File: src/rtl/alu_issue_ctrl_if.sv
// Command / ALU / response bundle between the issue controller and its
// surroundings. The slave modport is the controller's view; the master
// modport is the view of whatever feeds commands, hosts the ALU and
// consumes responses.
interface alu_issue_ctrl_if #(
  parameter int W   = 4,
  parameter int OPW = 4
);
  // Command port
  logic           cmd_valid;
  logic           cmd_ready;
  logic [OPW-1:0] cmd_opcode;
  logic [W-1:0]   cmd_a;
  logic [W-1:0]   cmd_b;
  logic           cmd_use_acc;

  // Registered operand lines to the combinational ALU and its outputs
  logic [OPW-1:0] alu_opcode;
  logic [W-1:0]   alu_a;
  logic [W-1:0]   alu_b;
  logic [W-1:0]   alu_result;
  logic           alu_carry;
  logic           alu_zero;

  // Response port
  logic           rsp_valid;
  logic           rsp_ready;
  logic [OPW-1:0] rsp_opcode;
  logic [W-1:0]   rsp_result;
  logic           rsp_carry;
  logic           rsp_zero;

  modport slave (
    input  cmd_valid, cmd_opcode, cmd_a, cmd_b, cmd_use_acc,
    output cmd_ready,
    output alu_opcode, alu_a, alu_b,
    input  alu_result, alu_carry, alu_zero,
    output rsp_valid, rsp_opcode, rsp_result, rsp_carry, rsp_zero,
    input  rsp_ready
  );

  modport master (
    output cmd_valid, cmd_opcode, cmd_a, cmd_b, cmd_use_acc,
    input  cmd_ready,
    input  alu_opcode, alu_a, alu_b,
    output alu_result, alu_carry, alu_zero,
    input  rsp_valid, rsp_opcode, rsp_result, rsp_carry, rsp_zero,
    output rsp_ready
  );
endinterface

File: src/rtl/alu_issue_ctrl.sv
// Issue sequencer for a 4-bit combinational ALU. Commands are queued in a
// small FIFO, dispatched one at a time onto registered operand lines, and
// the ALU outputs are captured one cycle later into a held response plus an
// accumulator that later commands may use as operand A.
module alu_issue_ctrl #(
  parameter int DEPTH = 4,
  parameter int W     = 4,
  parameter int OPW   = 4
) (
  input  logic                    clk,
  input  logic                    rst_n,
  input  logic                    flush,
  alu_issue_ctrl_if.slave         bus,
  output logic [W-1:0]            acc,
  output logic [$clog2(DEPTH):0]  count
);

  localparam int AW = $clog2(DEPTH);
  localparam int CW = AW + 1;

  typedef enum logic [1:0] {
    IDLE = 2'd0,
    EXEC = 2'd1,
    RESP = 2'd2
  } state_t;

  typedef struct packed {
    logic [OPW-1:0] opcode;
    logic [W-1:0]   a;
    logic [W-1:0]   b;
    logic           use_acc;
  } cmd_t;

  state_t         state_q, state_d;
  logic [AW-1:0]  wr_ptr_q, wr_ptr_d;
  logic [AW-1:0]  rd_ptr_q, rd_ptr_d;
  logic [CW-1:0]  count_q, count_d;

  logic [OPW-1:0] alu_opcode_q, alu_opcode_d;
  logic [W-1:0]   alu_a_q, alu_a_d;
  logic [W-1:0]   alu_b_q, alu_b_d;

  logic           rsp_valid_q, rsp_valid_d;
  logic [OPW-1:0] rsp_opcode_q, rsp_opcode_d;
  logic [W-1:0]   rsp_result_q, rsp_result_d;
  logic           rsp_carry_q, rsp_carry_d;
  logic           rsp_zero_q, rsp_zero_d;
  logic [W-1:0]   acc_q, acc_d;

  cmd_t           fifo_mem [DEPTH];
  cmd_t           wr_cmd;
  cmd_t           head;

  logic           push;
  logic           pop;
  logic           capture;
  logic           rsp_clear;

  // Flush blocks new commands in the same cycle it drops the queue.
  assign bus.cmd_ready = !flush && (count_q < CW'(DEPTH));
  assign push          = bus.cmd_valid && bus.cmd_ready;

  assign wr_cmd = '{opcode:  bus.cmd_opcode,
                    a:       bus.cmd_a,
                    b:       bus.cmd_b,
                    use_acc: bus.cmd_use_acc};
  assign head   = fifo_mem[rd_ptr_q];

  // Command storage; written on push only.
  // NOTE: the FIFO array has no reset -- only pointers and count define which
  // entries are live, so resetting the storage would add logic for nothing.
  always_ff @(posedge clk) begin
    if (push) begin
      fifo_mem[wr_ptr_q] <= wr_cmd;
    end
  end

  // Sequencer state register.
  always_ff @(posedge clk or negedge rst_n) begin
    if (!rst_n) begin
      state_q <= IDLE;
    end else begin
      state_q <= state_d;
    end
  end

  // Next-state and control strobes: when to pop, capture and retire a response.
  // NOTE: every signal is given a default before the case so no path leaves it
  // unassigned, which would otherwise infer a latch.
  always_comb begin
    state_d   = state_q;
    pop       = 1'b0;
    capture   = 1'b0;
    rsp_clear = 1'b0;
    if (flush) begin
      state_d = IDLE;
    end else begin
      unique case (state_q)
        IDLE: begin
          if (count_q != '0) begin
            pop     = 1'b1;
            state_d = EXEC;
          end
        end
        EXEC: begin
          capture = 1'b1;
          state_d = RESP;
        end
        RESP: begin
          if (bus.rsp_ready) begin
            rsp_clear = 1'b1;
            if (count_q != '0) begin
              pop     = 1'b1;
              state_d = EXEC;
            end else begin
              state_d = IDLE;
            end
          end
        end
        default: state_d = IDLE;
      endcase
    end
  end

  // Datapath next values: FIFO bookkeeping, dispatch onto the ALU lines,
  // and capture of the ALU outputs into the response and accumulator.
  always_comb begin
    wr_ptr_d     = wr_ptr_q;
    rd_ptr_d     = rd_ptr_q;
    count_d      = count_q;
    alu_opcode_d = alu_opcode_q;
    alu_a_d      = alu_a_q;
    alu_b_d      = alu_b_q;
    rsp_valid_d  = rsp_valid_q;
    rsp_opcode_d = rsp_opcode_q;
    rsp_result_d = rsp_result_q;
    rsp_carry_d  = rsp_carry_q;
    rsp_zero_d   = rsp_zero_q;
    acc_d        = acc_q;

    if (flush) begin
      // Queue and pending response are dropped; acc and ALU lines are kept.
      wr_ptr_d    = '0;
      rd_ptr_d    = '0;
      count_d     = '0;
      rsp_valid_d = 1'b0;
    end else begin
      if (push) begin
        wr_ptr_d = wr_ptr_q + AW'(1);
      end
      if (pop) begin
        rd_ptr_d     = rd_ptr_q + AW'(1);
        alu_opcode_d = head.opcode;
        alu_a_d      = head.use_acc ? acc_q : head.a;
        alu_b_d      = head.b;
      end
      count_d = count_q + CW'(push) - CW'(pop);

      if (capture) begin
        rsp_valid_d  = 1'b1;
        rsp_opcode_d = alu_opcode_q;
        rsp_result_d = bus.alu_result;
        rsp_carry_d  = bus.alu_carry;
        rsp_zero_d   = bus.alu_zero;
        acc_d        = bus.alu_result;
      end else if (rsp_clear) begin
        rsp_valid_d = 1'b0;
      end
    end
  end

  // State registers for pointers, operand lines, response and accumulator.
  // NOTE: non-blocking assignments here so every register samples the values
  // from before this edge, independent of statement order.
  always_ff @(posedge clk or negedge rst_n) begin
    if (!rst_n) begin
      wr_ptr_q     <= '0;
      rd_ptr_q     <= '0;
      count_q      <= '0;
      alu_opcode_q <= '0;
      alu_a_q      <= '0;
      alu_b_q      <= '0;
      rsp_valid_q  <= 1'b0;
      rsp_opcode_q <= '0;
      rsp_result_q <= '0;
      rsp_carry_q  <= 1'b0;
      rsp_zero_q   <= 1'b0;
      acc_q        <= '0;
    end else begin
      wr_ptr_q     <= wr_ptr_d;
      rd_ptr_q     <= rd_ptr_d;
      count_q      <= count_d;
      alu_opcode_q <= alu_opcode_d;
      alu_a_q      <= alu_a_d;
      alu_b_q      <= alu_b_d;
      rsp_valid_q  <= rsp_valid_d;
      rsp_opcode_q <= rsp_opcode_d;
      rsp_result_q <= rsp_result_d;
      rsp_carry_q  <= rsp_carry_d;
      rsp_zero_q   <= rsp_zero_d;
      acc_q        <= acc_d;
    end
  end

  assign bus.alu_opcode = alu_opcode_q;
  assign bus.alu_a      = alu_a_q;
  assign bus.alu_b      = alu_b_q;
  assign bus.rsp_valid  = rsp_valid_q;
  assign bus.rsp_opcode = rsp_opcode_q;
  assign bus.rsp_result = rsp_result_q;
  assign bus.rsp_carry  = rsp_carry_q;
  assign bus.rsp_zero   = rsp_zero_q;
  assign acc            = acc_q;
  assign count          = count_q;

endmodule

File: src/flat_wrapper.sv
// flat-port wrapper written by rule: the top's interface ports become plain ports
module alu_issue_ctrl_flat 
#(
  parameter int DEPTH = 4,
  parameter int W     = 4,
  parameter int OPW   = 4
)
  (clk, rst_n, flush, acc, count, bus_cmd_valid, bus_cmd_opcode, bus_cmd_a, bus_cmd_b, bus_cmd_use_acc, bus_cmd_ready, bus_alu_opcode, bus_alu_a, bus_alu_b, bus_alu_result, bus_alu_carry, bus_alu_zero, bus_rsp_valid, bus_rsp_opcode, bus_rsp_result, bus_rsp_carry, bus_rsp_zero, bus_rsp_ready);
  alu_issue_ctrl_if #(.W(W), .OPW(OPW)) bus_i ();
  input  logic clk;
  input  logic rst_n;
  input  logic flush;
  output logic [W-1:0] acc;
  output logic [$clog2(DEPTH):0] count;
  input wire logic [$bits(bus_i.cmd_valid)-1:0] bus_cmd_valid;
  input wire logic [$bits(bus_i.cmd_opcode)-1:0] bus_cmd_opcode;
  input wire logic [$bits(bus_i.cmd_a)-1:0] bus_cmd_a;
  input wire logic [$bits(bus_i.cmd_b)-1:0] bus_cmd_b;
  input wire logic [$bits(bus_i.cmd_use_acc)-1:0] bus_cmd_use_acc;
  output wire logic [$bits(bus_i.cmd_ready)-1:0] bus_cmd_ready;
  output wire logic [$bits(bus_i.alu_opcode)-1:0] bus_alu_opcode;
  output wire logic [$bits(bus_i.alu_a)-1:0] bus_alu_a;
  output wire logic [$bits(bus_i.alu_b)-1:0] bus_alu_b;
  input wire logic [$bits(bus_i.alu_result)-1:0] bus_alu_result;
  input wire logic [$bits(bus_i.alu_carry)-1:0] bus_alu_carry;
  input wire logic [$bits(bus_i.alu_zero)-1:0] bus_alu_zero;
  output wire logic [$bits(bus_i.rsp_valid)-1:0] bus_rsp_valid;
  output wire logic [$bits(bus_i.rsp_opcode)-1:0] bus_rsp_opcode;
  output wire logic [$bits(bus_i.rsp_result)-1:0] bus_rsp_result;
  output wire logic [$bits(bus_i.rsp_carry)-1:0] bus_rsp_carry;
  output wire logic [$bits(bus_i.rsp_zero)-1:0] bus_rsp_zero;
  input wire logic [$bits(bus_i.rsp_ready)-1:0] bus_rsp_ready;
  assign bus_i.cmd_valid = bus_cmd_valid;
  assign bus_i.cmd_opcode = bus_cmd_opcode;
  assign bus_i.cmd_a = bus_cmd_a;
  assign bus_i.cmd_b = bus_cmd_b;
  assign bus_i.cmd_use_acc = bus_cmd_use_acc;
  assign bus_cmd_ready = bus_i.cmd_ready;
  assign bus_alu_opcode = bus_i.alu_opcode;
  assign bus_alu_a = bus_i.alu_a;
  assign bus_alu_b = bus_i.alu_b;
  assign bus_i.alu_result = bus_alu_result;
  assign bus_i.alu_carry = bus_alu_carry;
  assign bus_i.alu_zero = bus_alu_zero;
  assign bus_rsp_valid = bus_i.rsp_valid;
  assign bus_rsp_opcode = bus_i.rsp_opcode;
  assign bus_rsp_result = bus_i.rsp_result;
  assign bus_rsp_carry = bus_i.rsp_carry;
  assign bus_rsp_zero = bus_i.rsp_zero;
  assign bus_i.rsp_ready = bus_rsp_ready;
  alu_issue_ctrl #(.DEPTH(DEPTH), .W(W), .OPW(OPW)) u_core (.clk(clk), .rst_n(rst_n), .flush(flush), .bus(bus_i), .acc(acc), .count(count));
endmodule
File: config.mk
export PLATFORM = sky130hd
export DESIGN_NAME = alu_issue_ctrl_flat
export DESIGN_NICKNAME = d
export VERILOG_FILES = /design/src/rtl/alu_issue_ctrl_if.sv /design/src/rtl/alu_issue_ctrl.sv /design/src/flat_wrapper.sv
export SDC_FILE = /design/constraint.sdc
export NUM_CORES = 1
export LEC_CHECK = 0
export CORE_ASPECT_RATIO = 0.6
export CORE_MARGIN = 2
export CORE_UTILIZATION = 51
export DETAILED_ROUTE_END_ITERATION = 8
export PLACE_DENSITY = 0.86
export SLEW_MARGIN = 20
export SYNTH_ARGS = -nofsm -noshare
export SYNTH_HDL_FRONTEND = slang
export SYNTH_SLANG_ARGS = --single-unit
File: constraint.sdc
create_clock -name clk -period 3.9 [get_ports clk]
set_input_delay 1.17 -clock clk [delete_from_list [all_inputs] [get_ports clk]]
set_output_delay 1.17 -clock clk [all_outputs]
set_load 0.1 [all_outputs]
== Word-level counts from Yosys, hierarchy flattened ==
Memory sizes are Yosys's and may differ from the RTL's.
Index checks and enable logic that the tools add are counted.

* Multipliers: 0
* Reductions and logical operators: 11
* Bitwise operators: 1
* $lt $le $gt $ge: 1
* $add $sub $neg: 4
* Muxes and demuxes: 25
* Shift operators: 0
* Div/mod/pow operators: 0
* Eq/ne operators: 4

{| class="wikitable"
|+ Operators with widths
! kind !! number
|-
| two-way mux 1 bit || 14
|-
| two-way mux 2 bit || 7
|-
| one-hot mux 2 bit (3 select lines) || 1
|-
| AND reduction 2 bit || 3
|-
| nonzero test 3 bit || 2
|-
| adder 2 x 1 -> 2 bit (second input constant) || 2
|-
| two-way mux 4 bit || 1
|-
| nonzero test 2 bit || 2
|-
| adder 3 x 1 -> 3 bit || 1
|-
| < comparator 3 bit (second input constant) || 1
|-
| two-way mux 3 bit || 1
|-
| inequality test 3 x 2 -> 1 bit (second input constant) || 1
|-
| inequality test 3 bit (second input constant) || 1
|-
| subtractor 3 x 1 -> 3 bit || 1
|-
| == test 2 x 1 -> 1 bit (second input constant) || 1
|-
| == test 2 bit (second input constant) || 1
|-
| logical AND 1 bit || 2
|-
| logical NOT 2 bit || 1
|-
| one-hot mux 1 bit (2 select lines) || 1
|-
| logical NOT 1 bit || 1
|-
| inverter 1 bit || 1
|}

* Bits in latches: 0
* Word-level logic and storage cells: 59
* Output and inout port bits: 31
* Bits in registers: 32
* Memories kept: 1
* Bits in read-only memories: 0
* RAM bits: 52
* Bits of input ports: 24

{| class="wikitable"
|+ Memory list
! name !! depth !! width !! rd ports !! clocked after Yosys merged registers in !! write ports !! RTL line !! RTL
|-
| u_core.fifo_mem || 4 || 13 || 1 || 0 || 1 || alu_issue_ctrl.sv:50 || <nowiki>cmd_t fifo_mem [DEPTH];</nowiki>
|}

== Depth between registers and ports, before layout ==
* Depth after elaboration: 7
* Mapped depth: 12
* Gate-level depth less buffers: 11

== Worst setup path after synthesis ==
No wires, ideal clock.

* Path type: input port to flip-flop
* Start point: in flush
* End point: reg u_core.count_q[2] (netlist: u_core.count[2])
* Arrival time: 3.757 ns
* Cell stages on the path: 8
* Slack: 0.010 ns
* Data required time: 3.767 ns
* Path through: nor2_1 > and2_1 > ha_1 > inv_1 > fa_1 > xor2_1 > xnor2_1 > nor2_1

* Word-level cells in the longest chain between the ends: 6
* Elaborated cells between the ends (all ways): 7
* Classes of those cells: 2 x add/sub; 2 x mux; 3 x reduce/logical

{| class="wikitable"
|+ Ends and longest elaborated chain
! item !! RTL line !! RTL
|-
| from (decl) || flat_wrapper.sv:12 || <nowiki>input logic flush;</nowiki>
|-
| logical NOT 1 bit || alu_issue_ctrl.sv:60 || <nowiki>assign bus.cmd_ready = !flush && (count_q < CW'(DEPTH));</nowiki>
|-
| logical AND 1 bit || alu_issue_ctrl.sv:60 ||
|-
| logical AND 1 bit || alu_issue_ctrl.sv:61 || <nowiki>assign push = bus.cmd_valid && bus.cmd_ready;</nowiki>
|-
| adder 3 x 1 -> 3 bit || alu_issue_ctrl.sv:157 || <nowiki>count_d = count_q + CW'(push) - CW'(pop);</nowiki>
|-
| subtractor 3 x 1 -> 3 bit || alu_issue_ctrl.sv:157 ||
|-
| two-way mux 3 bit (*) || alu_issue_ctrl.sv:141 || <nowiki>if (flush) begin</nowiki>
|-
| via u_core.count_d[2] || alu_issue_ctrl.sv:37 || <nowiki>logic [CW-1:0] count_q, count_d;</nowiki>
|-
| to (signal assigned) || alu_issue_ctrl.sv:192 || <nowiki>count_q <= count_d;</nowiki>
|-
| to (decl) || alu_issue_ctrl.sv:37 ||
|}

The timed path passes the listed nets; every way through them passes the cells marked *.
A chain may end at the register's enable or synchronous reset.

== Worst setup path after layout ==
* Start point: in flush
* End point: out bus_cmd_ready

* Word-level cells in the longest chain between the ends: 2

{| class="wikitable"
|+ Ends and longest elaborated chain
! item !! RTL line !! RTL
|-
| logical NOT 1 bit || alu_issue_ctrl.sv:60 ||
|-
| logical AND 1 bit || alu_issue_ctrl.sv:60 ||
|-
| to (decl) || flat_wrapper.sv:20 || <nowiki>output wire logic [$bits(bus_i.cmd_ready)-1:0] bus_cmd_ready;</nowiki>
|}

Every way passes these cells.

==> results by group <==
Run status
  – Outcome: finished clean

Route
  – Vias/cell: 5.19
  – ANT nets after route: 0
  – DR iter-0 viols: 80
  – DR vias: 1724
  – # DRC: 0
  – Per-cell routed wire length: 16.7 microns
  – Final wirelength: 5540 microns
  – First-pass DRT Iterations: 5

Synthesis
  – Ys flop type: edfxtp_1
  – Most frequent cell after synthesis: edfxtp_1
  – Post-synthesis cell type count: 33
  – Top cells by area, synth: edfxtp_1 46%, dfrtp_1 24%, mux4_2 8.7%
  – Async set or reset register ratio after synthesis: 0.381
  – Synth top area share: 0.462
  – Post-synth EDFFs: 52
  – Post-synth top cells: 52 x edfxtp_1, 32 x dfrtp_1, 13 x mux4_2
  – Area leader, netlist: edfxtp_1
  – Yosys reg bits: 84
  – Syn_nets: 214
  – Avg Inst Size Synth: 18.5 sq um
  – Yosys warning total: 0
  – Synthesized area: between 0.003 and 0.004 sq mm
  – Post-Syn Instances: 183
  – Sequential share of the synthesized area: 0.699

Floorplanning
  – Cell Rows: 22
  – DIE AREA: 0.00732 sq mm
  – Die Span Y: 67.1 microns
  – Die W: about 110 microns
  – Core area: 0.00625 sq mm
  – I/O pins: 55
  – Starting Density: 0.541

Hold path
  – Hold depth: 1
  – HP Class: reg2reg

STA
  – Fin crit share: 0.912
  – Worst Slack Setup Final: 0.343 ns
  – Final Hold Violating Endpoints: 0
  – Setup-failing EPs final: 0
  – Slew headroom: 0.352
  – Min Tclk post-route: 3.56 ns
  – Worst slew pin tran: 0.970 ns
  – Fmax: 281 MHz
  – Max-slew violations: 0
  – RSZ-0062 raised after global routing: no
  – Setup Skew: 0.00791 ns
  – Final setup TNS: 0 ns

Critical path
  – CP max FO: 11
  – R2R depth: 12
  – Startpoint type of the worst setup path: input pin
  – CP required: 2.73 ns
  – Worst path arrival time: between 2 and 2.5 ns
  – CP endpoint kind: output pin
  – Crit path kind: in2out

Clock tree
  – CTS tree: done
  – Root buffer cell: clkbuf_8
  – CTS max path bufs: 2
  – TritonCTS Buffers: 9
  – Gates resized, CTS repair: 0
  – Clk sink count: 84
  – Post-CTS Repair Setup Buffers: 0
  – Post-CTS Hold Buffers: 0
  – Worst-path clk slew: ~0.08 ns
  – Max H-tree Level: 3
  – Clk Latency, worst-skew pair: ~0.35 ns

Place
  – RePlAce Congestion: 0.819
  – Place WS: 0.145 ns
  – PortBufs: 54
  – HPWL Detailed: 3790 microns

Global routing
  – First-pass GRT wire length: 9180 microns
  – Routing usage on met2: 0.279
  – Pin count of the biggest net entering global routing: 33
  – Number of global-route vias before repair: 1752
  – Total GRT Usage: 0.180
  – Grt ovf: 0
  – GR Util met3: 0.0714
  – Grt met1 use: 0.239
  – GR peak layer: met2
  – Initial antenna violation count: 0

Cells and area
  – Area added between synthesis and finish: 23.8%
  – Final layout net count: between 200 and 300
  – Diode count: 0
  – Layout cells sized above 1: 0.286

Flow run
  – Number of max-cap violations: 0
critical path, cell delays in order:
cell,delay [ns]
clkdlybuf4s50_1,0.44
buf_4,0.19
nor2_1,0.34
buf_12,0.23
path summary, 6_finish.rpt:
kind | startpoint | endpoint | slack, ns
hold / removal | u_core.state_q[1] | u_core.bus.rsp_valid | 0.50
setup reg to reg | u_core.count[1] | u_core.count[2] | 1.31
setup / recovery | flush | bus_cmd_ready | 0.34
hold reg to reg | u_core.state_q[1] | u_core.bus.rsp_valid | 0.50
max in group asynchronous | rst_n | u_core.count[2] | 2.38
min in group asynchronous | rst_n | u_core.bus.rsp_zero | 1.22
layer usage:
metal	up-vias	part of all wire
li1	799	-
met1	863	0.44
met2	58	0.48
met3	4	0.077
met4	0	0.0043
met5	-	0
kinds of logic after synthesis:
group,count (synthesis),share of synthesized area
buf+inv,18,0.0374
mux,35,0.167
flops,84,0.699
simple gates,26,0.0418
xor+xnor,5,0.0130
compound gates,8,0.0137
fa+ha+maj,7,0.0281
through the flow:
| stage | hold slack, ns | instances | util | cell area (sq um) |
|---|---|---|---|---|
| 4_1_cts | 0.494 | 332 | 0.670 | 4180 |
| 3_5_place_dp | 0.475 | 316 | 0.634 | 3960 |
| 3_3_place_gp | 0.466 | 316 | 0.634 | 3960 |
| 2_1_floorplan | 0.457 | 183 | - | 3380 |
| 6_report | 0.495 | 332 | 0.670 | 4180 |
| 5_1_grt | 0.509 | 332 | 0.670 | 4180 |
state kept, by name, summed over array words and instances (netlist names):
signal / count
u_core.bus.alu_a: 4
u_core.bus.alu_b: 4
u_core.bus.alu_opcode: 4
u_core.bus.rsp_carry: 1
u_core.bus.rsp_opcode: 4
u_core.bus.rsp_result: 4
u_core.bus.rsp_valid: 1
u_core.bus.rsp_zero: 1
u_core.count: 3
u_core.fifo_mem: 52
u_core.rd_ptr_q: 2
u_core.state_q: 2
u_core.wr_ptr_q: 2
layout make-up:
cell class              instances  area (sq um)
fillers                       436          2060
inverters                       9          60.1
multi-input cells              81           892
well taps                      84           105
clock inverters                 7          97.6
clock buffers                   9           124
flip-flops and latches         84          2360
repair buffers                 58           543
layout by cell type (no fill, tap or decap), types with 2 or more instances in the layout:
cell	synthesis	layout
xnor2_1	4	4
and3_1	4	4
clkinvlp_4	0	2
nor2_1	6	6
o21ai_0	3	3
inv_1	8	8
buf_4	4	19
dfrtp_1	32	32
nand2_1	6	6
inv_6	0	2
a21oi_1	2	2
mux4_2	13	13
edfxtp_1	52	52
bufinv_16	0	2
nor2b_1	2	2
clkbuf_8	0	9
mux2_4	8	8
mux2_2	10	10
mux2i_1	4	4
ha_1	6	6
clkdlybuf4s50_1	0	38
Power is left out: the tool's default activity adds up to more than one toggle a clock period on the data nets, which glitch-free logic cannot reach.
